File: config.mk
export PLATFORM = sky130hd
export DESIGN_NAME = oven_cook_timer
export DESIGN_NICKNAME = d
export VERILOG_FILES = /design/src/rtl/oven_pkg.sv /design/src/rtl/oven_prescaler.sv /design/src/rtl/oven_cook_timer.sv
export SDC_FILE = /design/constraint.sdc
export NUM_CORES = 1
export LEC_CHECK = 0
export ABC_AREA = 1
export BUFFER_PORTS_ARGS = -buffer_cell sky130_fd_sc_hd__buf_2
export CAP_MARGIN = 20
export CORE_UTILIZATION = 55
export CTS_CLUSTER_DIAMETER = 100
export DETAILED_ROUTE_END_ITERATION = 10
export GPL_ROUTABILITY_DRIVEN = 0
export GPL_TIMING_DRIVEN = 0
export PLACE_DENSITY = 0.78
export SYNTH_ARGS = -nofsm -noshare
export SYNTH_HDL_FRONTEND = slang
export SYNTH_HIERARCHICAL = 1
export SYNTH_SLANG_ARGS = --single-unit
File: constraint.sdc
create_clock -name clk -period 2.45 [get_ports clk]
set_clock_uncertainty 0.15 [all_clocks]
set_input_delay 0.49 -clock clk [delete_from_list [all_inputs] [get_ports clk]]
set_output_delay 0.49 -clock clk [all_outputs]
set_load 0.02 [all_outputs]
File: src/rtl/oven_pkg.sv
// Shared types and defaults for the oven cook timer: FSM state encoding,
// default cook durations and the selection-validity check.
package oven_pkg;

  typedef enum logic [2:0] {
    IDLE,
    ARMED,
    RUNNING,
    PAUSED,
    DONE
  } timer_state_t;

  localparam int DEF_T_SHORT = 30;
  localparam int DEF_T_MED   = 60;
  localparam int DEF_T_LONG  = 120;

  // A selection only counts when time_set is high and exactly one duration is picked.
  function automatic logic sel_valid(input logic time_set, input logic s30,
                                     input logic s60, input logic s120);
    return time_set && ({s30, s60, s120} inside {3'b100, 3'b010, 3'b001});
  endfunction

endpackage

File: src/rtl/oven_prescaler.sv
// Divides clk down to one tick per counted second; the count holds while
// en is low so a paused countdown resumes mid-second.
module oven_prescaler #(
  parameter int TICKS_PER_SEC = 1
) (
  input  logic clk,
  input  logic reset,
  input  logic en,
  input  logic clr,
  output logic tick
);

  localparam int PW = (TICKS_PER_SEC > 1) ? $clog2(TICKS_PER_SEC) : 1;
  localparam logic [PW-1:0] LAST = PW'(TICKS_PER_SEC - 1);

  logic [PW-1:0] count;

  always_ff @(posedge clk) begin
    if (!reset) begin
      count <= '0;
    end else if (clr) begin
      count <= '0;
    end else if (en) begin
      if (count == LAST) count <= '0;
      else               count <= count + 1'b1;
    end
  end

  assign tick = en && (count == LAST);

endmodule

File: src/rtl/oven_cook_timer.sv
// Cook-time countdown driven by ctrl_oven: latches the selected duration,
// counts down while running, freezes while held, and pulses timeout at zero.
module oven_cook_timer
  import oven_pkg::*;
#(
  parameter int TICKS_PER_SEC = 1,
  parameter int CNT_W         = 8,
  parameter int T_SHORT       = DEF_T_SHORT,
  parameter int T_MED         = DEF_T_MED,
  parameter int T_LONG        = DEF_T_LONG
) (
  input  logic             clk,
  input  logic             reset,
  input  logic             time_set,
  input  logic             s30,
  input  logic             s60,
  input  logic             s120,
  input  logic             start_count,
  input  logic             stop_count,
  output logic             timeout,
  output logic [CNT_W-1:0] remaining,
  output logic             running,
  output logic             paused
);

  timer_state_t     state;
  logic             go;
  logic             valid;
  logic             tick;
  logic             count_en;
  logic [CNT_W-1:0] load_val;

  assign valid    = sel_valid(time_set, s30, s60, s120);
  assign go       = start_count && !stop_count;
  assign count_en = go && ((state == RUNNING) || (state == PAUSED));

  always_comb begin
    load_val = CNT_W'(T_LONG);
    if (s30)      load_val = CNT_W'(T_SHORT);
    else if (s60) load_val = CNT_W'(T_MED);
  end

  oven_prescaler #(
    .TICKS_PER_SEC(TICKS_PER_SEC)
  ) u_prescaler (
    .clk  (clk),
    .reset(reset),
    .en   (count_en),
    .clr  (go && (state == ARMED)),
    .tick (tick)
  );

  // The resume edge out of PAUSED counts like a running edge, so paused
  // cycles add exactly one cycle each to the total cook latency.
  always_ff @(posedge clk) begin
    if (!reset) begin
      state     <= IDLE;
      remaining <= '0;
      timeout   <= 1'b0;
      running   <= 1'b0;
      paused    <= 1'b0;
    end else begin
      timeout <= 1'b0;
      case (state)
        IDLE: begin
          if (valid) begin
            state     <= ARMED;
            remaining <= load_val;
          end
        end
        ARMED: begin
          if (!time_set) begin
            state     <= IDLE;
            remaining <= '0;
          end else if (go) begin
            state   <= RUNNING;
            running <= 1'b1;
          end else if (valid) begin
            remaining <= load_val;
          end
        end
        RUNNING, PAUSED: begin
          if (!go) begin
            state   <= PAUSED;
            running <= 1'b0;
            paused  <= 1'b1;
          end else if (tick && (remaining == CNT_W'(1))) begin
            state     <= DONE;
            remaining <= '0;
            timeout   <= 1'b1;
            running   <= 1'b0;
            paused    <= 1'b0;
          end else begin
            if (tick && (remaining != '0)) remaining <= remaining - 1'b1;
            state   <= RUNNING;
            running <= 1'b1;
            paused  <= 1'b0;
          end
        end
        DONE: begin
          if (!start_count) begin
            state     <= IDLE;
            remaining <= '0;
          end
        end
        default: begin
          state     <= IDLE;
          remaining <= '0;
          running   <= 1'b0;
          paused    <= 1'b0;
        end
      endcase
    end
  end

endmodule
; ---- After elaboration in Yosys (flattened, before gate mapping)
; Cells that the tools add are included.
[op_classes]
addsub = 2
n_mul = 0
div = 0
n_lt_le_gt_ge = 0
eq_ne = 16
shift = 0
muxes = 26
bitwise = 3
n_reduce_logical = 20
[op_table]
columns = cell, count
row1 = 2-to-1 mux 8 bit, 7
row2 = one-hot mux 8 bit (4 select lines), 1
row3 = 2-to-1 mux 3 bit, 6
row4 = 2-to-1 mux 7 bit, 2
row5 = one-hot mux 3 bit (4 select lines), 1
row6 = "!= test 2 bit, second input constant", 5
row7 = "== test 3 x 2 -> 1 bit, second input constant", 3
row8 = "!= test 3 bit, second input constant", 3
row9 = AND reduction 3 bit, 3
row10 = "== test 8 x 1 -> 1 bit, second input constant", 1
row11 = nonzero test 8 bit, 1
row12 = "subtractor 8 x 1 -> 8 bit, second input constant", 1
row13 = logical AND 1 bit, 7
row14 = 2-to-1 mux 1 bit, 7
row15 = "== test 3 x 1 -> 1 bit, second input constant", 2
row16 = "== test 3 bit, second input constant", 2
row17 = OR reduction 2 bit, 3
row18 = AND reduction 4 bit, 1
row19 = logical NOT 3 bit, 1
row20 = NOT 1 bit, 3
row21 = one-hot mux 1 bit (3 select lines), 1
row22 = nonzero test 3 bit, 1
row23 = OR reduction 3 bit, 1
row24 = one-hot mux 1 bit (2 select lines), 1
row25 = 3 further kinds, 3
[totals]
regBits = 15
latch_bits = 0
ramBits = 0
mem_bits_ro = 0
in_bits = 8
n_memories = 0

; ---- Longest topological paths before layout
[depth]
word_depth = 9
mapped_depth = 15
ltp_nobuf = 14

; ---- Hierarchy
; The synthesis kept the hierarchy.
[modules_own_cells]
columns = module, n_inst, cells_each, area_per_inst_um2, seq_area_each_um2
row1 = oven_cook_timer, 1, 175, 1152.4, 280.3
row2 = oven_prescaler, 1, 1, 7.5, 0.0

; ---- Least setup slack after synthesis
; Ideal clock, no wire load.
[synth_timing]
path_kind = input to register
startpoint = input stop_count
endpoint = register remaining[6]
arrival_ns = 1.631
required_ns = 2.231
setup_slack_ns = 0.599
stages = 14
path_buffers = 1
cell_sequence = inv_1 nand2_1 nor2_1 buf_4 nand2_1 inv_1 nand2_4 nor2_8 nor2_8 nand2_4 nand2_8 inv_8 nand2_2 a21oi_2
[synth_between]
elab_chain_cells = 8
word_cells_on_any_way = 13
[synth_lines]
columns = element, line
row1 = "start, declared", oven_cook_timer.sv:19  ; input logic stop_count,
row2 = logical NOT 1 bit (*), oven_cook_timer.sv:34  ; assign go = start_count && !stop_count;
row3 = logical AND 1 bit (*), oven_cook_timer.sv:34
row4 = logical AND 1 bit (*), oven_cook_timer.sv:35  ; assign count_en = go && ((state == RUNNING) || (state == PAUSED));
row5 = via count_en, oven_cook_timer.sv:30  ; logic count_en;
row6 = logical AND 1 bit (*), oven_prescaler.sv:29  ; assign tick = en && (count == LAST);
row7 = via tick, oven_cook_timer.sv:29  ; logic tick;
row8 = logical AND 1 bit, oven_cook_timer.sv:87  ; end else if (tick && (remaining == CNT_W'(1))) begin
row9 = 2-to-1 mux 8 bit, oven_cook_timer.sv:87
row10 = 2-to-1 mux 8 bit, oven_cook_timer.sv:83  ; if (!go) begin
row11 = one-hot mux 8 bit (4 select lines), oven_cook_timer.sv:64  ; case (state)
row12 = "end signal, assigned", oven_cook_timer.sv:68  ; remaining <= load_val;
row13 = "end signal, assigned", oven_cook_timer.sv:79  ; remaining <= load_val;
row14 = "end signal, assigned", oven_cook_timer.sv:94  ; if (tick && (remaining != '0)) remaining <= remaining - 1'b1;
row15 = "end, declared", oven_cook_timer.sv:21  ; output logic [CNT_W-1:0] remaining,
; Mark *: on every way through the listed nets, which the timed path passes. The rest lies on a longest branch. The select of a mux whose other input is x is not followed.
; A chain may end at the register's enable or synchronous reset.

; ---- Worst setup path after layout
[layout_timing]
startpoint = register state[1]
endpoint = register remaining[2]
[layout_between]
elab_chain_cells = 8
word_cells_on_any_way = 19
[layout_lines]
columns = element, line
row1 = "start, declared", oven_cook_timer.sv:26  ; timer_state_t state;
row2 = "start signal, assigned", oven_cook_timer.sv:57  ; state <= IDLE;
row3 = "start signal, assigned", oven_cook_timer.sv:67  ; state <= ARMED;
row4 = "start signal, assigned", oven_cook_timer.sv:73  ; state <= IDLE;
row5 = == test 3 x 2 -> 1 bit, oven_cook_timer.sv:35
row6 = logical OR 1 bit (*), oven_cook_timer.sv:35
row7 = logical AND 1 bit (*), oven_cook_timer.sv:35
row8 = via count_en, oven_cook_timer.sv:30
row9 = logical AND 1 bit (*), oven_prescaler.sv:29
row10 = via tick, oven_cook_timer.sv:29
row11 = logical AND 1 bit, oven_cook_timer.sv:87
row12 = 2-to-1 mux 8 bit, oven_cook_timer.sv:87
row13 = 2-to-1 mux 8 bit, oven_cook_timer.sv:83
row14 = one-hot mux 8 bit (4 select lines), oven_cook_timer.sv:64
; Marked as above.

==> flow_summary.ini <==
[worst_setup_path]
critPathLaunchType = register
cp-end-kind = register
slowest_stage = dfxtp_1
crit_arrival_ns = 2.07
cp_data_required_time_ns = 2.52
path_buf_inv = 5
max_stage_delay_ns = 0.38
critical-path-top-delay-family = simple AND/OR/NAND/NOR gates
worstPathMaxFanout = 10
path_cells = inv_2 > nor2_4 > inv_4 > nor2_1 > buf_4 > nand2_1 > inv_1 > nand2_4 > nor2_8 > nor2_8 > nand2_4 > nand2_8 > inv_8 > nand2_2 > a21oi_2
critPathKind = register to register

[finish]
layout_common_cells = nand2_1 (52), nor2_1 (20), inv_1 (19)
final_nets = 209
num_antenna_cells = 0
final_common_cell = nand2_1
design_area_um2 = 1320
register_area_um2 = 280
synthToLayoutAreaGrowth_pct = 13.9
num-fill-cells = 211
multiInputGateArea_um2 = 768
drive_gt1_share_pct = 27.9

[yosys]
synth_area_um2 = 1160
syn_inst = 175
synth.avg_cell_area_um2 = 6.61
syn-num-nets = 186
synth_warnings = 6

[clock_tree]
post-cts-setup-buffer-count = 0
clock_sinks = 14
ctsHoldBuffers = 0
max-clock-path-buffers = 2
cts_tree = yes
clk_latency_ns = 0.29
cts_inserted_buffers = 3
root_buffer = clkbuf_4
cts_resized = 0
htreeDepth = 1
clkTransAtPathRegs_ns = 0.09

[timing]
rsz0062_at_grt = false
setup_slack_ns = 0.456
finalHoldViolCount = 0
setup_viol = 0
fmax_mhz = 501
fin_tns_setup_ns = 0
fin_crit_sh_pct = 81.4
finalCriticalPeriod_ns = 1.99
worstMarginPinSlew_ns = 0.718
hold_ws_ns = 0.295
relSlewSlack_pct = 52.2
maxSlewViolCount = 0

[grt]
grt_max_degree = 11
grt_pass1_wl_mm = 4.13
grt_usage_pct = 25.7
gr-total-overflow = 0
grt_pass1_vias = 975
antenna_found_initial = 0

[drt]
postRouteAntennaNets = 0
wirelength_mm = 2.48
avgViaCountPerCell = 5.08
routedWlPerCell_um = 11.0
drt-pass1-iter-count = 4
drcViolationCount = 0
vias = 1139
drt_first_iter_violations = 26

[power_and_ir_drop]
switching_share_pct = 35.8
p_switching_w = 0.000220
power_frac_seq_pct = 41.3
power_frac_comb_pct = 30.2
p_leak_nw = 0.647
powerDensity_nw_per_um2 = 467
clkPwrFrac_pct = 28.5
power_w = 0.000615
power.internal_w = 0.000394
ir_drop_mv = 0.283

[placed_design]
hpwl_mm = 1.91
place_ws_ns = 0.342
placed_area_um2 = 1280
io_buffers = 18

[run]
drv_cap = 0

[die]
start_util_pct = 58.9
die_area_um2 = 2290
io_pins = 19
die_w_um = 47.8
row_count = 16
die_h_um = 47.8
coreArea_um2 = 1960

[worst_hold_path]
hold_class = input pin to register

[run_status]
status = finished, final reports clean
## tightest hold or removal path, stage by stage
cell and delay (ns):
buf_2 0.12, nand2_1 0.06, nor2_1 0.03
## final timing paths
kind	from	slack (ns)	to	cells past startpoint
hold / removal	reset	0.29	remaining[7]	3
setup / recovery	state[1]	0.46	remaining[2]	15
hold reg to reg	paused	0.31	paused	2
setup reg to reg	state[1]	0.46	remaining[2]	15
## sequential cells by signal, indices dropped and copies added, names as in the netlist
name	cells
remaining	8
state	3
paused	1
running	1
timeout	1
## power groups by stage
stage | clock [W] | sequential, W | combinational (W)
2_1_floorplan | 0 | 0.000267 | 0.000135
6_report | 0.000175 | 0.000254 | 0.000185
5_1_grt | 0.000196 | 0.000257 | 0.000210
4_1_cts | 0.000182 | 0.000254 | 0.000185
3_5_place_dp | 0 | 0.000259 | 0.000184
3_3_place_gp | 0 | 0.000259 | 0.000179
## metal layers
metal,routed length (µm),part of all wire [%],up-vias,track usage [%]
met4,34,1.4,0,8.89
li1,-,-,596,-
met2,1110,45,25,39.7
met5,0,0,-,0
met3,68,2.7,4,4.53
met1,1260,51,514,35.6
## layout make-up
| cell class | instances | area share [%] |
|---|---|---|
| plain buffers | 2 | 0.856 |
| clock buffers | 4 | 2.76 |
| inverters | 23 | 7.32 |
| multi-input cells | 136 | 58.4 |
| flip-flops and latches | 14 | 21.3 |
| well taps | 27 | 2.57 |
| repair buffers | 18 | 6.84 |
## through the flow
step | utilization, % | std cells
floorplan | - | 175
global placement | 65.2 | 220
global route | 67.1 | 224
finish | 67.1 | 224
CTS | 67.1 | 224
detailed placement | 65.2 | 220
No activity file was read; power rests on OpenSTA's default activity.
